[config.mk]
export PLATFORM = sky130hd
export DESIGN_NAME = rom_alu_regfile
export DESIGN_NICKNAME = d
export VERILOG_FILES = /design/src/rtl/rom_alu_pkg.sv /design/src/rtl/sys_rom.sv /design/src/rtl/rom_alu_regfile.sv
export SDC_FILE = /design/constraint.sdc
export NUM_CORES = 1
export LEC_CHECK = 0
export CORE_MARGIN = 2
export CORE_UTILIZATION = 50
export DETAILED_ROUTE_END_ITERATION = 16
export PLACE_DENSITY = 0.76
export RECOVER_POWER = 50
export SYNTH_ARGS = -nofsm -noshare
export SYNTH_HDL_FRONTEND = slang
export SYNTH_SLANG_ARGS = --single-unit
export TNS_END_PERCENT = 1
[constraint.sdc]
create_clock -name clk -period 3.9 [get_ports clk]
set_input_delay 0.78 -clock clk [delete_from_list [all_inputs] [get_ports clk]]
set_output_delay 0.78 -clock clk [all_outputs]
set_load 0.01 [all_outputs]
[src/rtl/rom_alu_pkg.sv]
// Shared definitions for the ROM -> ALU -> register-file datapath:
// op encodings, sequencer state encodings and the default ROM contents.
package rom_alu_pkg;

    localparam logic [1:0] OP_ADD  = 2'b00;
    localparam logic [1:0] OP_SUB  = 2'b01;
    localparam logic [1:0] OP_MUL  = 2'b10;
    localparam logic [1:0] OP_PASS = 2'b11;

    typedef enum logic [2:0] {
        S_IDLE = 3'd0,
        S_RD_A = 3'd1,
        S_RD_B = 3'd2,
        S_EXEC = 3'd3,
        S_WB   = 3'd4
    } state_t;

    // Default ROM table; any address beyond the table reads zero.
    function automatic int unsigned rom_word(input int unsigned a);
        case (a)
            32'd0:   return 32'd0;
            32'd1:   return 32'd12;
            32'd2:   return 32'd6;
            32'd3:   return 32'd7;
            32'd4:   return 32'd8;
            32'd5:   return 32'd1;
            32'd6:   return 32'd13;
            32'd7:   return 32'd14;
            default: return 32'd0;
        endcase
    endfunction

endpackage

[src/rtl/sys_rom.sv]
// Synchronous-read ROM with registered output, filled from the default
// table in rom_alu_pkg. Values are truncated/zero-extended to DATA_W.
module sys_rom
    import rom_alu_pkg::*;
#(
    parameter int DATA_W = 4,
    parameter int ADDR_W = 3
) (
    input  logic              clk,
    input  logic              rst,
    input  logic [ADDR_W-1:0] addr,
    output logic [DATA_W-1:0] q
);

    // Registered read: data for addr appears after the next rising edge.
    always_ff @(posedge clk or negedge rst) begin
        if (!rst) begin
            q <= '0;
        end else begin
            q <= DATA_W'(rom_word(32'(addr)));
        end
    end

endmodule

[src/rtl/rom_alu_regfile.sv]
// ROM -> ALU -> register-file datapath driven by a five-state sequencer.
// Optional feature macro: SUB_SAT_EN (subtract clamps to zero when B > A;
// without it subtract wraps modulo 2**RES_W).
//
// Handshake: start is sampled only while the sequencer is IDLE; a sampled
// start latches op/addr1/addr2/dest_addr and raises busy at that edge (k).
// done is a single-cycle pulse asserted at edge k+4 together with the result
// and register-file write, and busy drops at the same edge. A start seen while
// busy is dropped, not queued. The earliest next accepted start is edge k+5.
module rom_alu_regfile
    import rom_alu_pkg::*;
#(
    parameter int  DATA_W = 4,
    parameter int  ADDR_W = 3,
    parameter int  RF_AW  = 3,
    localparam int RES_W  = 2 * DATA_W
) (
    input  logic              clk,
    input  logic              rst,
    input  logic              start,
    input  logic [1:0]        op,
    input  logic [ADDR_W-1:0] addr1,
    input  logic [ADDR_W-1:0] addr2,
    input  logic [RF_AW-1:0]  dest_addr,
    input  logic [RF_AW-1:0]  rd_addr,
    output logic [RES_W-1:0]  rd_data,
    output logic [RES_W-1:0]  result,
    output logic              busy,
    output logic              done,
    output state_t            state
);

    state_t             state_q, state_d;
    logic               accept;
    logic [1:0]         op_q;
    logic [ADDR_W-1:0]  addr1_q, addr2_q;
    logic [RF_AW-1:0]   dest_q;
    logic [ADDR_W-1:0]  rom_addr;
    logic [DATA_W-1:0]  rom_q;
    logic [DATA_W-1:0]  a_q;
    logic [RES_W-1:0]   a_ext, b_ext;
    logic [RES_W-1:0]   alu_res, alu_q;
    logic [RES_W-1:0]   rf [2**RF_AW];

    sys_rom #(
        .DATA_W (DATA_W),
        .ADDR_W (ADDR_W)
    ) u_rom (
        .clk  (clk),
        .rst  (rst),
        .addr (rom_addr),
        .q    (rom_q)
    );

    // Sequencer state register.
    always_ff @(posedge clk or negedge rst) begin
        if (!rst) begin
            state_q <= S_IDLE;
        end else begin
            state_q <= state_d;
        end
    end

    // Next-state logic, request acceptance and ROM address selection.
    always_comb begin
        state_d  = state_q;
        accept   = 1'b0;
        rom_addr = addr1_q;
        case (state_q)
            S_IDLE: begin
                if (start) begin
                    accept  = 1'b1;
                    state_d = S_RD_A;
                end
            end
            S_RD_A: begin
                rom_addr = addr1_q;
                state_d  = S_RD_B;
            end
            S_RD_B: begin
                rom_addr = addr2_q;
                state_d  = S_EXEC;
            end
            S_EXEC:  state_d = S_WB;
            S_WB:    state_d = S_IDLE;
            default: state_d = S_IDLE;
        endcase
    end

    // ALU on zero-extended operands: A is held in a_q, B is the live ROM output.
    always_comb begin
        a_ext = {{(RES_W-DATA_W){1'b0}}, a_q};
        b_ext = {{(RES_W-DATA_W){1'b0}}, rom_q};
        case (op_q)
            OP_ADD: alu_res = a_ext + b_ext;
`ifdef SUB_SAT_EN
            OP_SUB: alu_res = (b_ext > a_ext) ? '0 : (a_ext - b_ext);
`else
            OP_SUB: alu_res = a_ext - b_ext;
`endif
            OP_MUL: alu_res = a_ext * b_ext;
            default: alu_res = a_ext;
        endcase
    end

    // Request latch, operand capture, ALU register and handshake outputs.
    always_ff @(posedge clk or negedge rst) begin
        if (!rst) begin
            op_q    <= OP_ADD;
            addr1_q <= '0;
            addr2_q <= '0;
            dest_q  <= '0;
            a_q     <= '0;
            alu_q   <= '0;
            result  <= '0;
            busy    <= 1'b0;
            done    <= 1'b0;
        end else begin
            done <= 1'b0;
            if (accept) begin
                op_q    <= op;
                addr1_q <= addr1;
                addr2_q <= addr2;
                dest_q  <= dest_addr;
                busy    <= 1'b1;
            end
            if (state_q == S_RD_B) begin
                a_q <= rom_q;
            end
            if (state_q == S_EXEC) begin
                alu_q <= alu_res;
            end
            if (state_q == S_WB) begin
                result <= alu_q;
                done   <= 1'b1;
                busy   <= 1'b0;
            end
        end
    end

    // Register file: cleared on reset, written once per request on leaving WB.
    always_ff @(posedge clk or negedge rst) begin
        if (!rst) begin
            for (int i = 0; i < 2**RF_AW; i++) begin
                rf[i] <= '0;
            end
        end else if (state_q == S_WB) begin
            rf[dest_q] <= alu_q;
        end
    end

    assign rd_data = rf[rd_addr];
    assign state   = state_q;

endmodule

After elaboration in Yosys (flattened, before gate mapping):

Memories as Yosys holds them, arrays and structs flattened. A register that Yosys moved wholly into a read port is not among the register bits.
Index checks and enable logic that the tools add are counted.

* register bits: 100
* bits in read-only memories: 32
* input bits: 17
* output and inout bits: 21
* word-level logic and storage cells: 54
* memories kept: 1

* add/sub/neg operators: 2
* $mul: 1
* $lt $le $gt $ge: 3
* equality and inequality tests: 7
* mux-type cells: 15
* bitwise operators: 2
* reductions and logical operators: 5

Memories
* (no name shown): depth 8, width 4, read ports 1, clocked after Yosys merged registers in 1, write ports 0, line rom_alu_pkg.sv:20 `case (a)`

Operator list (count)
* $bwmux 64: 1
* $bmux 8 s3: 1
* $demux 8 s3: 1
* $mux 8: 3
* $pmux 8 s3: 1
* $pmux 3 s4: 1
* $ge 4x4->1 const B: 2
* $mul 4x4->8: 1
* $not 3->4: 2
* $eq 3x2->1 const B: 2
* $mux 3: 2
* $add 4x4->5: 1
* $mux 1: 5
* $sub 4x4->5: 1
* $lt 4x1->1 const B: 1
* $eq 3x1->1 const B: 1
* $eq 3x3->1 const B: 1
* $logic_not 3->1: 1
* $eq 2x1->1 const B: 1
* $eq 2x2->1 const B: 1
* $logic_not 2->1: 1
* $ne 2x2->1 const B: 1
* $reduce_bool 2->1: 1
* $logic_and 1x1->1: 1
* $logic_not 1->1: 1

Depth between registers and ports, before layout:

* depth in word-level cells: 6
* gate-level depth with buffers: 12
* depth with buffers taken out: 12

By module:

From an unflattened synthesis, not the netlist that was laid out.

* cells, all modules: 388
* area total of the unflattened synthesis: 5263.8 sq um

Modules (own cells, without submodules)
* rom_alu_regfile: instances 1, cells each 372, area each 5058.6 sq um, sequential area each 2502.4 sq um
* sys_rom: instances 1, cells each 16, area each 205.2 sq um, sequential area each 100.1 sq um

Worst setup path before layout:

Ideal clock, no wire load.

* path type: input-to-output
* start point: input rd_addr[0]
* end point: output rd_data[0]
* arrival time: 2.115 ns
* data required time: 3.120 ns
* path slack: 1.005 ns
* cell stages on the path: 4
* path buffers: 2
* cell sequence: buf_2 > buf_2 > mux4_2 > mux2_2

* cells in the longest elaborated chain, start to end: 4

Ends and longest elaborated chain
* start, declared: line rom_alu_regfile.sv:25 `input logic [RF_AW-1:0] rd_addr,`
* $not 3->4 (not written as such): line rom_alu_regfile.sv:152 `assign rd_data = rf[rd_addr];`
* $bmux 8 s3: line rom_alu_regfile.sv:152
* $mux 8 (not written as such) (2 in series): line rom_alu_regfile.sv:152
* end, declared: line rom_alu_regfile.sv:26 `output logic [RES_W-1:0] rd_data,`

Every way passes these cells. The select of a mux whose other input is x is not followed.

Final worst setup path:

* start point: input rd_addr[0]
* end point: output rd_data[4]

Same word-level chain as after synthesis.

==> run metrics <==
Iter 0 DRT Violations=114; Max transition margin=-0.0933; clk sinks=104; Final ANT Viol Nets=0; worst-margin pin slew=1640 ps; top post-synthesis cells by count=dfrtp_1, mux2_2, ha_1, nand2_1, mux4_2; Final TNS setup=0 ps; status=finished with violations; number of vias per cell=5.62; Simple-Gate Fraction of Synth Area=0.0605; Fin. Hold Viols=0; Post-synth EDFFs=0; die area=0.0114 mm^2; number of CTS-inserted buffers=9; Compound-Gate Fraction of Synth Area=0.0394; sequential area share after synthesis=0.494; Placed Instances=546; clock tree from TritonCTS=yes; Post-CTS Repair Setup Buffers=0; fin crit period=3560 ps; Nets=468; CP arrival=2780 ps; Yosys warnings=0; worst slack, placed=345 ps; cts repair resizes=0; required time of the critical path=3120 ps; Max Freq=281 MHz; dominant cell type by area after synthesis=dfrtp_1; WL per Instance=17.8 um; Root Driver=clkbuf_8; Synth top area share=0.494; share of layout cells above drive strength 1=0.315; pins over their slew limit=67; unrepaired setup endpoints after global routing=no; hold_buf cts=0; count leader, synth=dfrtp_1; Core ar.=0.0103 mm^2; Max IR drop VDD=0.000416 V; Max-cap violations=1; final wirelength=10.0 mm; worst-path fanout max=16; Synth-to-Final Area Change=12.7%; violated checks=max-capacitance violations, max-slew violations; Rows=37; total gr overflow=0; HP Class=flip-flop to flip-flop; drt drc=0; Final Wtd Congestion=0.834; Setup violations, final=0; Post-Synthesis Net Count=436; port buffer count=37; Async SR Flop Fraction=1.00; Final Core Density=0.578; Synth Area in Adders=0.0798; post-synthesis register bit count=104; R2R setup slack=900 ps; DIE HEIGHT=107 um; largest net degree at the start of global routing=67; initial core utilization=0.513; clock skew=8.09 ps; endpoint class of the critical path=primary output; antenna violations before repair=0; Mapped Cells=389; first-pass GRT wire length=16.5 mm; crit path kind=input pin to primary output; placed cell areas=0.00578 mm^2; DP Wirelength=7.04 mm; clk slew on worst S/H paths=100 ps; Pwr Density=761 mW/mm^2; mux cell area share after synthesis=0.287; largest family of logic cells by synthesized area=multiplexers; H-tree Lvls=3; vias in the first global route=3239; Die Span X=107 um; Antenna diodes=0; Synth Area per Inst=13.5 um^2; Worst-Skew Late Latency=370 ps; Final Instance Count excl. Fillers=562; io pins=38; finished layout cell area=0.00594 mm^2; setup slack after layout=342 ps; cell area after synthesis=0.00527 mm^2; startpoint types=input pin; Synth Area in XOR/XNOR=0.00997; ranking of synthesized cells by area=dfrtp_1, mux2_2, mux4_2; Total Routing Usage GR=0.189; distinct cell type count after synthesis=43; period utilisation layout=0.912; Synth Flop Type=dfrtp_1; LEAKAGE=2.81 nW; drt pass-1 iters=4; clk buf depth=2; total number of vias=3156
-- cells by family after synthesis --
kind of cell	count (synthesis)
multiplexers	118
flip-flops	104
AND/OR/NAND/NOR	60
buffers and inverters	39
AO/OA/AOI/OAI	32
adder cells (fa/ha/maj)	30
XOR/XNOR	6
-- metrics by stage --
stage	hold slack [ps]	total power [W]
2_1_floorplan	474	0.00330
3_3_place_gp	483	0.00382
3_5_place_dp	489	0.00392
4_1_cts	513	0.00458
5_1_grt	518	0.00488
6_report	513	0.00452
-- cell usage in the layout (no fill, tap or decap), types with 2 or more instances in the layout --
cell / count
xor2_1: 3
xnor2_1: 3
mux2i_1: 6
mux4_2: 17
inv_1: 16
fa_1: 6
a21o_1: 4
nor3b_1: 2
nand3_1: 3
clkbuf_1: 3
and2_1: 7
o21ai_0: 10
clkbuf_8: 11
clkinv_2: 2
buf_4: 2
dfrtp_1: 104
mux2_2: 95
a31oi_1: 4
nor3_1: 2
ha_1: 24
a211oi_1: 2
nor2_1: 12
a21oi_1: 4
nand4_1: 2
nor2b_1: 3
clkdlybuf4s50_1: 35
nand2_1: 20
-- state kept, by name, indices dropped and copies added, names as in the netlist --
signal	cells
state	3
addr2_q	3
alu_q	8
addr1_q	3
busy	1
dest_q	3
op_q	2
rf	64
done	1
u_rom.q	4
result	8
a_q	4
-- critical path: stages --
cell,delay [ps]
clkdlybuf4s50_1,520
buf_12,200
mux4_2,510
mux2_2,290
clkdlybuf4s50_1,480
-- final cells by class --
class,instances,area [um^2]
flip-flops and latches,104,2600
well taps,136,170
clock inverters,5,38.8
multi-input cells,246,2500
inverters,17,63.8
clock buffers,11,151
fillers,843,4340
repair buffers,43,412
-- worst paths after layout --
check	from	to	cells after the start
setup / recovery	rd_addr[0]	rd_data[4]	5
max in group asynchronous	rst	rf[3]$_DFFE_PN0P_	2
hold / removal	rf[2]$_DFFE_PN0P_	rf[2]$_DFFE_PN0P_	1
hold reg to reg	rf[2]$_DFFE_PN0P_	rf[2]$_DFFE_PN0P_	1
min in group asynchronous	rst	rf[29]$_DFFE_PN0P_	1
setup reg to reg	a_q[1]$_DFFE_PN0P_	alu_q[6]$_DFFE_PN0P_	11
-- power by group --
part | internal (W) | leakage, nW | switching (W)
Combinational | 0.00108 | 1.35 | 0.000848
Clock | 0.000273 | 0.102 | 0.000378
Sequential | 0.00151 | 1.36 | 0.000434
-- per-layer routing --
layer  global-route usage  share of wire  vias to the layer above  wire length, um
li1                     -              -                     1460                -
met1                0.243           0.43                     1639             4310
met2                0.327           0.53                       47             5340
met3               0.0419          0.027                       10              272
met4               0.0427         0.0093                        0               93
met5                    0              0                        -                0
(Power assumes the default switching activity.)
